===== config.mk =====
export PLATFORM = sky130hd
export DESIGN_NAME = uart_rx
export DESIGN_NICKNAME = d
export VERILOG_FILES = /design/src/rtl/uart_rx.sv
export SDC_FILE = /design/constraint.sdc
export NUM_CORES = 1
export LEC_CHECK = 0
export BUFFER_PORTS_ARGS = -buffer_cell sky130_fd_sc_hd__buf_2
export CORE_UTILIZATION = 50
export DETAILED_ROUTE_END_ITERATION = 8
export GPL_TIMING_DRIVEN = 0
export PLACE_DENSITY_LB_ADDON = 0.15
export SLEW_MARGIN = 15
export SYNTH_ARGS = -nofsm -noshare
export SYNTH_HDL_FRONTEND = slang
export SYNTH_SLANG_ARGS = --single-unit

===== constraint.sdc =====
create_clock -name clk -period 2.45 [get_ports clk]
set_clock_uncertainty 0.2 [all_clocks]
set_input_delay 0.3675 -clock clk [delete_from_list [all_inputs] [get_ports clk]]
set_output_delay 0.3675 -clock clk [all_outputs]
set_load 0.01 [all_outputs]

===== src/rtl/uart_rx.sv =====
// UART receiver: 2-flop line synchronizer, mid-bit sampling FSM, optional parity.
// Delivers every frame, with parity/framing flags held until the next data_valid.
module uart_rx #(
    parameter int parity_on           = 1,
    parameter int data_size           = 8,
    parameter int sampling_cntr_width = 4,
    parameter int even_parity         = 1
) (
    input  logic                           clk,
    input  logic                           rst,
    input  logic                           Rx_s,
    input  logic [sampling_cntr_width-1:0] prescale,
    output logic [data_size-1:0]           Rx_data,
    output logic                           data_valid,
    output logic                           parity_err,
    output logic                           framing_err,
    output logic                           busy
);
    // state  | meaning
    // IDLE   | line idle, prescale latched, waiting for falling edge (once re-armed)
    // START  | waiting for mid start bit; high there means a glitch
    // DATA   | sampling data_size bits, LSB first
    // PARITY | sampling and checking the parity bit
    // STOP   | sampling the stop bit; frame delivered on the sample
    localparam int SW = sampling_cntr_width;
    localparam int BW = (data_size > 1) ? $clog2(data_size) : 1;
    localparam logic [BW-1:0] LAST_BIT = BW'(data_size - 1);

    typedef enum logic [2:0] {IDLE, START, DATA, PARITY, STOP} state_t;

    state_t               r_state, w_next;
    logic                 r_sync, r_rx_q, r_armed, r_perr;
    logic [SW-1:0]        r_bit_len, r_cnt, w_end;
    logic [BW-1:0]        r_bits_cnt;
    logic [data_size-1:0] r_shift;
    logic                 w_tick, w_par_exp;

    assign w_end     = (r_state == START) ? (r_bit_len >> 1) : r_bit_len;
    assign w_tick    = (r_state != IDLE) && (r_cnt == w_end);
    assign w_par_exp = (even_parity != 0) ? ^r_shift : ~^r_shift;
    assign busy      = (r_state != IDLE);

    always_comb begin
        w_next = r_state;
        case (r_state)
            IDLE:    if (!r_rx_q && r_armed) w_next = START;
            START:   if (w_tick) w_next = r_rx_q ? IDLE : DATA;
            DATA:    if (w_tick && (r_bits_cnt == LAST_BIT))
                         w_next = (parity_on != 0) ? PARITY : STOP;
            PARITY:  if (w_tick) w_next = STOP;
            STOP:    if (w_tick) w_next = IDLE;
            default: w_next = IDLE;
        endcase
    end

    always_ff @(posedge clk or negedge rst) begin
        if (!rst) r_state <= IDLE;
        else      r_state <= w_next;
    end

    always_ff @(posedge clk or negedge rst) begin
        if (!rst) begin
            r_sync      <= 1'b1;
            r_rx_q      <= 1'b1;
            r_armed     <= 1'b0;
            r_perr      <= 1'b0;
            r_bit_len   <= '0;
            r_cnt       <= '0;
            r_bits_cnt  <= '0;
            r_shift     <= '0;
            Rx_data     <= '0;
            data_valid  <= 1'b0;
            parity_err  <= 1'b0;
            framing_err <= 1'b0;
        end else begin
            r_sync     <= Rx_s;
            r_rx_q     <= r_sync;
            data_valid <= 1'b0;
            if (r_state == IDLE) begin
                r_bit_len <= prescale;
                r_cnt     <= '0;
                // Re-arm only after seeing the line high, so a held-low break never restarts a frame.
                r_armed   <= r_rx_q;
            end else begin
                r_cnt <= w_tick ? '0 : r_cnt + SW'(1);
            end
            case (r_state)
                START: begin
                    r_bits_cnt <= '0;
                    r_perr     <= 1'b0;
                end
                DATA: if (w_tick) begin
                    r_shift[r_bits_cnt] <= r_rx_q;
                    r_bits_cnt          <= r_bits_cnt + BW'(1);
                end
                PARITY: if (w_tick) r_perr <= (parity_on != 0) && (r_rx_q != w_par_exp);
                STOP: if (w_tick) begin
                    Rx_data     <= r_shift;
                    data_valid  <= 1'b1;
                    parity_err  <= r_perr;
                    framing_err <= ~r_rx_q;
                end
                default: ;
            endcase
        end
    end
endmodule

[Word-level counts from Yosys, hierarchy flattened]
Cells that the tools add are included.
Widths: inputs -> output; s select.
Cells by class
  add/subtract/negate cells: 2
  $lt $le $gt $ge: 2
  equality and inequality tests: 13
  mux-type cells: 19
  bitwise operators: 1
  reductions and logical operators: 15
Operators by type and width (number)
  $mux 3: 6
  $pmux 3 s5: 1
  $mux 4: 3
  $ne 2x2->1 const B: 6
  $bwmux 8: 1
  $reduce_and 2->1: 4
  $reduce_xor 8->1: 1
  $eq 3x2->1 const B: 2
  $eq 3x3->1 const B: 2
  $pmux 3 s2: 1
  $reduce_and 5->1: 1
  $add 4x1->4 const B: 1
  $eq 4x4->1: 1
  $logic_and 1x1->1: 4
  $lt 3x4->1 const B: 1
  $mux 1: 4
  $reduce_bool 2->1: 2
  $add 3x1->3 const B: 1
  $demux 1 s3: 1
  $eq 3x1->1 const B: 1
  $ge 3x1->1 const B: 1
  $logic_not 3->1: 1
  $reduce_bool 3->1: 1
  $mux 2: 1
  other kinds (4): 4
Storage, ports and cells
  bits in registers: 37
  input bits: 7
  output and inout bits: 12
  logic and storage cells: 65

[Depth between registers and ports, before layout]
Gate-level depths: netlist of the first run.
  word-level depth: 7
  mapped depth: 7
  mapped depth without buffers: 5

[Least setup slack after synthesis of the first run]
No wires, ideal clock.
  path kind: flip-flop to flip-flop
  from: reg r_state[1]
  to: reg r_shift[7]
  library setup time: 125 ps
  data arrival time: 2109 ps
  data required time: 2125 ps
  setup slack: 16 ps
  cell stages (with the launch flop): 8
  buffers on the path: 2
  period minus slack after synthesis: 2434 ps
  cells stage by stage: dfrtp_1 > or3b_1 > buf_2 > a211oi_1 > nand4b_1 > buf_2 > nor4b_2 > mux2_2
On the way
  cells in the longest elaborated chain, start to end: 5
  elaborated cells on any way between the ends: 7
  those cells by class: 3 x eq/ne; 1 x mux; 3 x reduce/logical
RTL lines
  start: declaration: line 31  | state_t r_state, w_next;
  start signal: assignment: line 58  | else r_state <= w_next;
  $eq 3x1->1: line 38  | assign w_end = (r_state == START) ? (r_bit_len >> 1) : r_bit_len;
  $mux 4: line 38
  $eq 4x4->1: line 39  | assign w_tick = (r_state != IDLE) && (r_cnt == w_end);
  $logic_and 1x1->1: line 39
  $reduce_and 2->1 (no source line) (*)
  end signal: indexed assignment: line 93  | r_shift[r_bits_cnt] <= r_rx_q;
  end: declaration: line 35  | logic [data_size-1:0] r_shift;
Every way passes the cells marked *; elsewhere a longest branch is shown, timed or not.
A chain may end at the register's enable or synchronous reset.

[Final worst setup path of the first run]
  from: reg r_state[2]
  to: reg r_shift[1]
Same word-level chain as after synthesis.

==> impl_summary.md, run 1 <==
Synthesis
The count of mapped cells out of synthesis is 150. The number of nets handed over by synthesis was 160. After synthesis, the netlist uses 39 different library cells.

The synthesis warning total is 0. The portion of synthesized cell area occupied by the leading cell type is 0.4749. The most used flip-flop cell after synthesis is sky130_fd_sc_hd__dfrtp_1.

For this run, asynchronously set or reset flops after synthesis account for 1.000. The synthesized design spends more area on one cell type than any other, namely sky130_fd_sc_hd__dfrtp_1. The number of enable flip-flop cells after synthesis is 0. Of the synthesized area, sequential elements account for 0.5034.

The number of synthesized register bits is 37. After synthesis the cells add up to 0.001844 mm2. In the post-synthesis netlist, the biggest area contributors are sky130_fd_sc_hd__dfrtp_1 47%, sky130_fd_sc_hd__mux2_2 13%, sky130_fd_sc_hd__mux2i_1 3.8%. After synthesis, the mean cell area works out to 12.30 um2.

Global routing
The global routing usage summed across all routing layers is 0.2340. Summed over all layers, the global routing overflow is 0. The number of global-route vias before repair came to 1348.

The pin count of the biggest net entering global routing is 38. The first global-routing pass estimated 6955 um of wire. The number of antenna violations at the first check in global routing is 0.

Clocking
Clock tree synthesis selected as its root buffer the cell sky130_fd_sc_hd__clkbuf_8. The clock passes through at most 2 buffers. The clock sink total is 37. The H-tree generated during clock tree synthesis spans 2 levels. TritonCTS built the clock tree.

The clock transition at the registers of the reported paths is 0.07 ns. For the worst-skew pair, the clock arrives at the later sink with an insertion delay of 0.30 ns. The total CTS buffers is 5.

Power
The power density of the placed cells is 1178 mW/mm2. VDD sags by at most 0.0006404 V. The design draws 0.002813 W. The reported leakage power is 1.096 nW.

Timing
The clock period minus final worst setup slack is 2.499 ns. The final count of hold timing violations came to 0. At the pin with the least slew margin, the transition time is 0.8201 ns. Setup repair after global routing could not meet its margin everywhere.

The total count of max-transition violations in the final report is 0. The fmax is 400.2 MHz. The relative slew slack is 0.4533. The final worst slack is -0.04858 ns. In the finished design, the share of the clock period the worst path needs comes to 1.020. The number of failing setup endpoints in the final timing report is 3.

Routing
The number of vias per cell is 5.636. The detailed router finished its first iteration with 54 violations. The number of detailed-route iterations in the first pass is 4. In the final routed layout, each cell accounts on average for 16.85 um. Summed over all layers, the routed wires come to 3893 um.

In this run the remaining antenna-violating nets after routing total 0. In the routed design, unresolved DRC markers number 0. The total via count after detailed routing is 1302.

Place
The final weighted congestion in routability-driven placement is 0.7582. In this run the tool buffered the top-level ports with 18 buffer cells. Timing analysis after detailed placement gives a worst setup slack of -0.3285 ns. The detailed placer's ending HPWL is 2317 um.

Die
The number of cell rows is 21. The placeable core region is 0.003442 mm2. The width of the chip is 62.74 um.

19 I/O pins were placed. The floorplan die height is 62.74 um. The area of the die is 0.003936 mm2. For this configuration, the core starts out at a cell density of 0.5358.

Flow run
The tool flagged a number of max-cap violations equal to 0.

Cells and area
The top cell types in the final layout, fill and taps aside, are 35 x sky130_fd_sc_hd__dfrtp_1, 18 x sky130_fd_sc_hd__buf_2, 11 x sky130_fd_sc_hd__mux2_4. The final-layout fill cell count is 244. The commonest non-fill, non-tap cell in the layout is sky130_fd_sc_hd__dfrtp_1. The area added between synthesis and finish is 29.51%. The layout net count is 194. At the end of the flow the core is filled with cells to 0.6939. The antenna cell count is 0.

The ratio of cells with drive above 1 in the final layout is 0.4324.

Critical path
Of all nets on the critical path, the largest fanout is 10. The critical path start-end classification is flip-flop to flip-flop. The worst reg2reg path depth is 6. The worst setup path is launched from a flip-flop. The critical path capture point type is a flip-flop. The critical path data required time is 2.43 ns. Data on the critical path arrives at its endpoint at 2.48 ns.

Outcome
The checks that failed: setup timing. The run finished, with violations left.

Worst hold path
The worst hold path was traced through 3 stages. The worst hold path belongs to the class input pin to flip-flop.
==> registers in the layout, summed over array words and instances (netlist names) <==
name / cells
r_perr: 1
parity_err: 1
r_sync: 1
r_state: 3
r_shift: 8
r_bits_cnt: 3
r_armed: 1
r_bit_len: 4
Rx_data: 8
framing_err: 1
r_rx_q: 1
r_cnt: 4
data_valid: 1
==> where the power goes <==
part           total (W)  switching (W)  internal [W]
combinational    0.00143       0.000783      0.000645
clock           0.000554       0.000223      0.000331
sequential      0.000831       0.000106      0.000726
total            0.00281        0.00111       0.00170
==> through the flow <==
| stage | hold slack [ns] | TNS [ns] | area [um2] | cells |
|---|---|---|---|---|
| 2_1_floorplan | -0.1281 | 0 | 1844 | 150 |
| 3_3_place_gp | 0.1456 | -4.428 | 1992 | 214 |
| 3_5_place_dp | 0.1490 | -4.898 | 1992 | 214 |
| 4_1_cts | 0.09428 | -0.7403 | 2367 | 231 |
| 5_1_grt | 0.1007 | -2.969 | 2389 | 231 |
| 6_report | 0.09820 | -0.06452 | 2389 | 231 |
==> worst max-delay path: stages (launching register included) <==
cell and delay, ns:
sky130_fd_sc_hd__dfrtp_1 0.40, sky130_fd_sc_hd__clkbuf_1 0.23, sky130_fd_sc_hd__nand2b_1 0.30, sky130_fd_sc_hd__nor3b_1 0.39, sky130_fd_sc_hd__nand2b_1 0.22, sky130_fd_sc_hd__nor4_4 0.28, sky130_fd_sc_hd__mux2_2 0.36
==> kinds of logic (layout without fill, tap and decap cells) <==
| kind of cell | after synthesis | after routing | share of synthesized area |
|---|---|---|---|
| fa+ha+maj | 3 | 3 | 0.02035 |
| xor+xnor | 12 | 12 | 0.06445 |
| mux | 28 | 28 | 0.1662 |
| simple gates | 46 | 46 | 0.1676 |
| compound gates | 9 | 9 | 0.04002 |
| buf+inv | 15 | 50 | 0.03799 |
| flops | 37 | 37 | 0.5034 |
==> per-layer routing <==
metal | GRT usage | share of wire | routed length [um]
met4 | 0.1250 | 0.036 | 142
met2 | 0.3668 | 0.49 | 1894
met1 | 0.2947 | 0.45 | 1747
met3 | 0.06204 | 0.028 | 109
met5 | 0 | 0 | 0
==> synth_stat cells, types with 2 or more instances <==
| master | number |
|---|---|
| sky130_fd_sc_hd__nor4_1 | 4 |
| sky130_fd_sc_hd__nand2_1 | 8 |
| sky130_fd_sc_hd__buf_2 | 2 |
| sky130_fd_sc_hd__xnor2_1 | 6 |
| sky130_fd_sc_hd__nor3_1 | 6 |
| sky130_fd_sc_hd__nor2b_1 | 2 |
| sky130_fd_sc_hd__xor2_1 | 5 |
| sky130_fd_sc_hd__or3_1 | 2 |
| sky130_fd_sc_hd__clkbuf_1 | 5 |
| sky130_fd_sc_hd__mux2i_1 | 7 |
| sky130_fd_sc_hd__nor3b_1 | 4 |
| sky130_fd_sc_hd__nor2_1 | 4 |
| sky130_fd_sc_hd__inv_1 | 5 |
| sky130_fd_sc_hd__dfstp_2 | 2 |
| sky130_fd_sc_hd__a211oi_1 | 2 |
| sky130_fd_sc_hd__ha_1 | 3 |
| sky130_fd_sc_hd__mux2_2 | 21 |
| sky130_fd_sc_hd__nor4b_1 | 3 |
| sky130_fd_sc_hd__nor4b_2 | 2 |
| sky130_fd_sc_hd__dfrtp_1 | 35 |
| sky130_fd_sc_hd__nand2b_1 | 4 |
==> final cells by class <==
type                    count  area [um2]  share of cell area
multi-input cells          98        1022              0.4280
flip-flops and latches     37       928.4              0.3887
repair buffers             27       170.2             0.07124
clock buffers               6       82.58             0.03457
plain buffers              10       71.32             0.02986
well taps                  46       57.56             0.02410
clock inverters             2       37.54             0.01572
inverters                   5       18.77            0.007858
==> path summary, 6_finish.rpt <==
| path | from | endpoint | slack, ns |
|---|---|---|---|
| worst min register to register | r_sync$_DFF_PN1_ | r_rx_q$_DFF_PN1_ | 0.16 |
| worst max register to register | r_state[2]$_DFFE_PN0P_ | r_shift[1]$_DFFE_PN0P_ | -0.05 |
| min in group asynchronous | rst | r_state[1]$_DFFE_PN0P_ | 0.50 |
| worst min-delay path | prescale[2] | r_bit_len[2]$_DFFE_PN0N_ | 0.1 |
| max in group asynchronous | rst | r_armed$_DFFE_PN0N_ | 1.03 |
| worst max-delay path | r_state[2]$_DFFE_PN0P_ | r_shift[1]$_DFFE_PN0P_ | -0.05 |
==> what timing repair did <==
action,in CTS,in global routing
gates resized for setup,36,9
hold endpoints to repair,36,0
setup buffers,6,1
pin swaps,3,3
setup endpoints to repair,28,30
cloned,1,0
hold buffers,2,0
Power figures use the tool's default switching activity.
==> run 2: changes to the inputs <==
Settings changed: CTS_BUF_LIST set to sky130_fd_sc_hd__clkbuf_16.
==> impl_summary.md, run 2 (synthesis results as in run 1) <==
Global routing
The number of antenna violations at the first check in global routing came to 0. The global routing usage summed across all routing layers is 0.2163. The number of global-route vias before repair is 1256. The pin count of the biggest net entering global routing is 38.

The remaining global-route overflow is 0. The first global-routing pass estimated 6451 um of wire.

Power
In this run the power density over the cells is 1262 mW/mm2. The largest vdd supply drop is 0.0007546 V. The reported leakage power is 1.142 nW. The sum of internal, switching and leakage power is 0.003137 W.

Cells and area
The library cells used most frequently in the layout, excluding fill and tap cells, are 35 x sky130_fd_sc_hd__dfrtp_1, 19 x sky130_fd_sc_hd__buf_2, 14 x sky130_fd_sc_hd__mux2_2. 0 antenna diodes ended up in the layout. The area added between synthesis and finish is 34.80%.

The library cell used most frequently in the layout, excluding fill and tap cells, is sky130_fd_sc_hd__dfrtp_1. Of the cells placed in the final design, the portion with a size suffix greater than 1 is 0.4574. The final instance count without filler cells is 234.

Once layout is done, the placed cells without fillers occupy 0.002486 mm2. Measured on the finished design, the core utilization comes to 0.7223. After the last flow step, the layout net total stands at 197. In the final layout, the registers with the most flip-flops are Rx_data: 8 flops, r_shift: 8 flops.

Timing
The clock period minus final worst setup slack is 2.507 ns. Setup violations remaining at the end of the flow were counted as 6. The final count of hold timing violations is 35. Setup repair after global routing could not meet its margin everywhere. The total count of max-transition violations in the final report was 0. The slew of the pin with the lowest slew margin is 0.8056 ns.

Based on the critical path, the design can be clocked at up to 398.9 MHz. The relative slew slack is 0.4630. Across all setup checks in the final design, the least slack found is -0.05668 ns. Of the available clock period, the critical path in the final layout requires 1.023.

The worst hold slack across all endpoints is -0.01896 ns.

Routing
The first detailed-routing pass took 4 iterations. The routed design has 4025 um of wire. The number of design-rule violations left by the first detailed-router iteration is 62. Across all layers, the routed design uses 1316 vias. The number of vias per cell is 5.624. The average routed wire per standard cell is 17.20 um. In this run the remaining antenna-violating nets after routing total 0. The remaining design rule violation count is 0.

Die
In this run the count of I/O pins placed on the die edge is 19. The number of cell rows is 21. The floorplan step defined a die boundary enclosing 0.003936 mm2.

The floorplan step defined a core boundary enclosing 0.003442 mm2. The effective utilization at floorplan is 0.5358. The floorplan step set the die width to 62.74 um. The floorplan die height is 62.74 um.

Clocking
The count of H-tree levels built during CTS is 2. The clock latency at the later pin of the worst-skew pair is 0.28 ns. Clock tree synthesis inserted a total of 5 buffers.

The tree built by TritonCTS fans out to 37 sinks. The clock tree from TritonCTS is yes. The maximum buffer depth of the clock tree is 2. In this run the clock root is driven by a sky130_fd_sc_hd__clkbuf_16. The clock transition at the registers of the reported paths is 0.05 ns.

Critical path
The critical path goes through or3b_1 -> buf_6 -> a211oi_2 -> nand4b_1 -> buf_6 -> buf_6 -> nor4b_4 -> mux2_4. The critical path capture point type is a flip-flop. The number of buffers and inverters on the critical path is 3. By instance count, the cell type seen most on the critical path is sky130_fd_sc_hd__buf_6. Setup slack on the worst reg-to-reg path comes out at -0.06 ns. The logic depth of the worst path, buffers included is 8. The worst reg2reg path depth is 8. The kind of start point of the critical path is a flip-flop. The category of cells accounting for the largest share of critical-path delay is simple AND/OR/NAND/NOR gates. The critical path start-end classification is flip-flop to flip-flop. In this run the worst path has a maximum fanout of 5. The reg-to-reg critical path startpoint is r_state[2]$_DFFE_PN0P_. The endpoint identified for the worst register-to-register timing path is r_shift[6]$_DFFE_PN0P_. At the worst endpoint, the arrival time is 2.47 ns. The largest single stage delay on the critical path is 0.39 ns. The critical-path cell with the highest stage delay is sky130_fd_sc_hd__dfrtp_1. For the worst setup path, the data required time is 2.41 ns.

Place
Routability-driven placement finished with a final weighted congestion of 0.7582. The number of buffers inserted by port buffering is 18. Summed over all nets, the half-perimeter wirelength after detailed placement is 2317 um. The number of instances in the placed design is 214. The worst-case setup slack after placement is -0.3285 ns. The total placed instance area is 0.001992 mm2.

Outcome
The final reports fail on hold timing, setup timing. The flow ran to the end, but the final reports show violations.

Flow run
Across the run, the number of max-cap violations was 0.

Worst hold path
In this run the worst hold path is classified as input pin to async pin.
-- run 2: final cells by class --
type	count	area [um2]
Multi-Input combinational cell	98	1051
Fill cell	221	955.9
Sequential cell	37	928.4
Timing Repair Buffer	30	191.4
Clock buffer	5	125.1
Buffer	10	72.57
Tap cell	46	57.56
Clock inverter	3	41.29
Inverter	5	18.77
-- run 2: through the flow --
step | setup TNS (ns) | hold WS (ns)
after floorplan | 0 | -0.1281
after global placement | -4.428 | 0.1456
after detailed placement | -4.898 | 0.1490
after CTS | 0 | 0.01303
after global routing | -1.262 | 0.04284
final | -0.1514 | -0.01896
-- run 2: repair_timing --
action | CTS | global route
setup buffers | 5 | 3
hold buffers | 1 | 0
pin swaps | 3 | 7
cloned | 2 | 1
endpoints found under the setup margin | 28 | 24
hold endpoints to repair | 1 | 0
resized for setup | 25 | 27
-- run 2: how the worst max path moves through the flow --
stage                           start                     end  slack, ns
2_1_floorplan  r_state[1]$_DFFE_PN0P_  r_shift[7]$_DFFE_PN0P_       0.02
4_1_cts        r_state[1]$_DFFE_PN0P_  r_shift[0]$_DFFE_PN0P_     0.0002
6_report       r_state[2]$_DFFE_PN0P_  r_shift[6]$_DFFE_PN0P_      -0.06
3_5_place_dp   r_state[1]$_DFFE_PN0P_  r_shift[1]$_DFFE_PN0P_      -0.33
5_1_grt        r_state[2]$_DFFE_PN0P_  r_shift[6]$_DFFE_PN0P_      -0.11
3_3_place_gp   r_state[1]$_DFFE_PN0P_  r_shift[0]$_DFFE_PN0P_      -0.33
-- run 2: layer usage --
metal  GRT usage  up-vias  part of all wire
met5           0        -                 0
met4     0.07849        0             0.019
met3     0.05839        8             0.038
met2      0.3342       38              0.48
met1      0.2914      663              0.46
li1            -      607                 -
-- run 2: power breakdown --
group	leakage [nW]	switching, W	internal, W
clock	0.0775	0.000236	0.000476
combinational	0.574	0.000866	0.000710
sequential	0.490	0.000122	0.000727
total	1.14	0.00122	0.00191
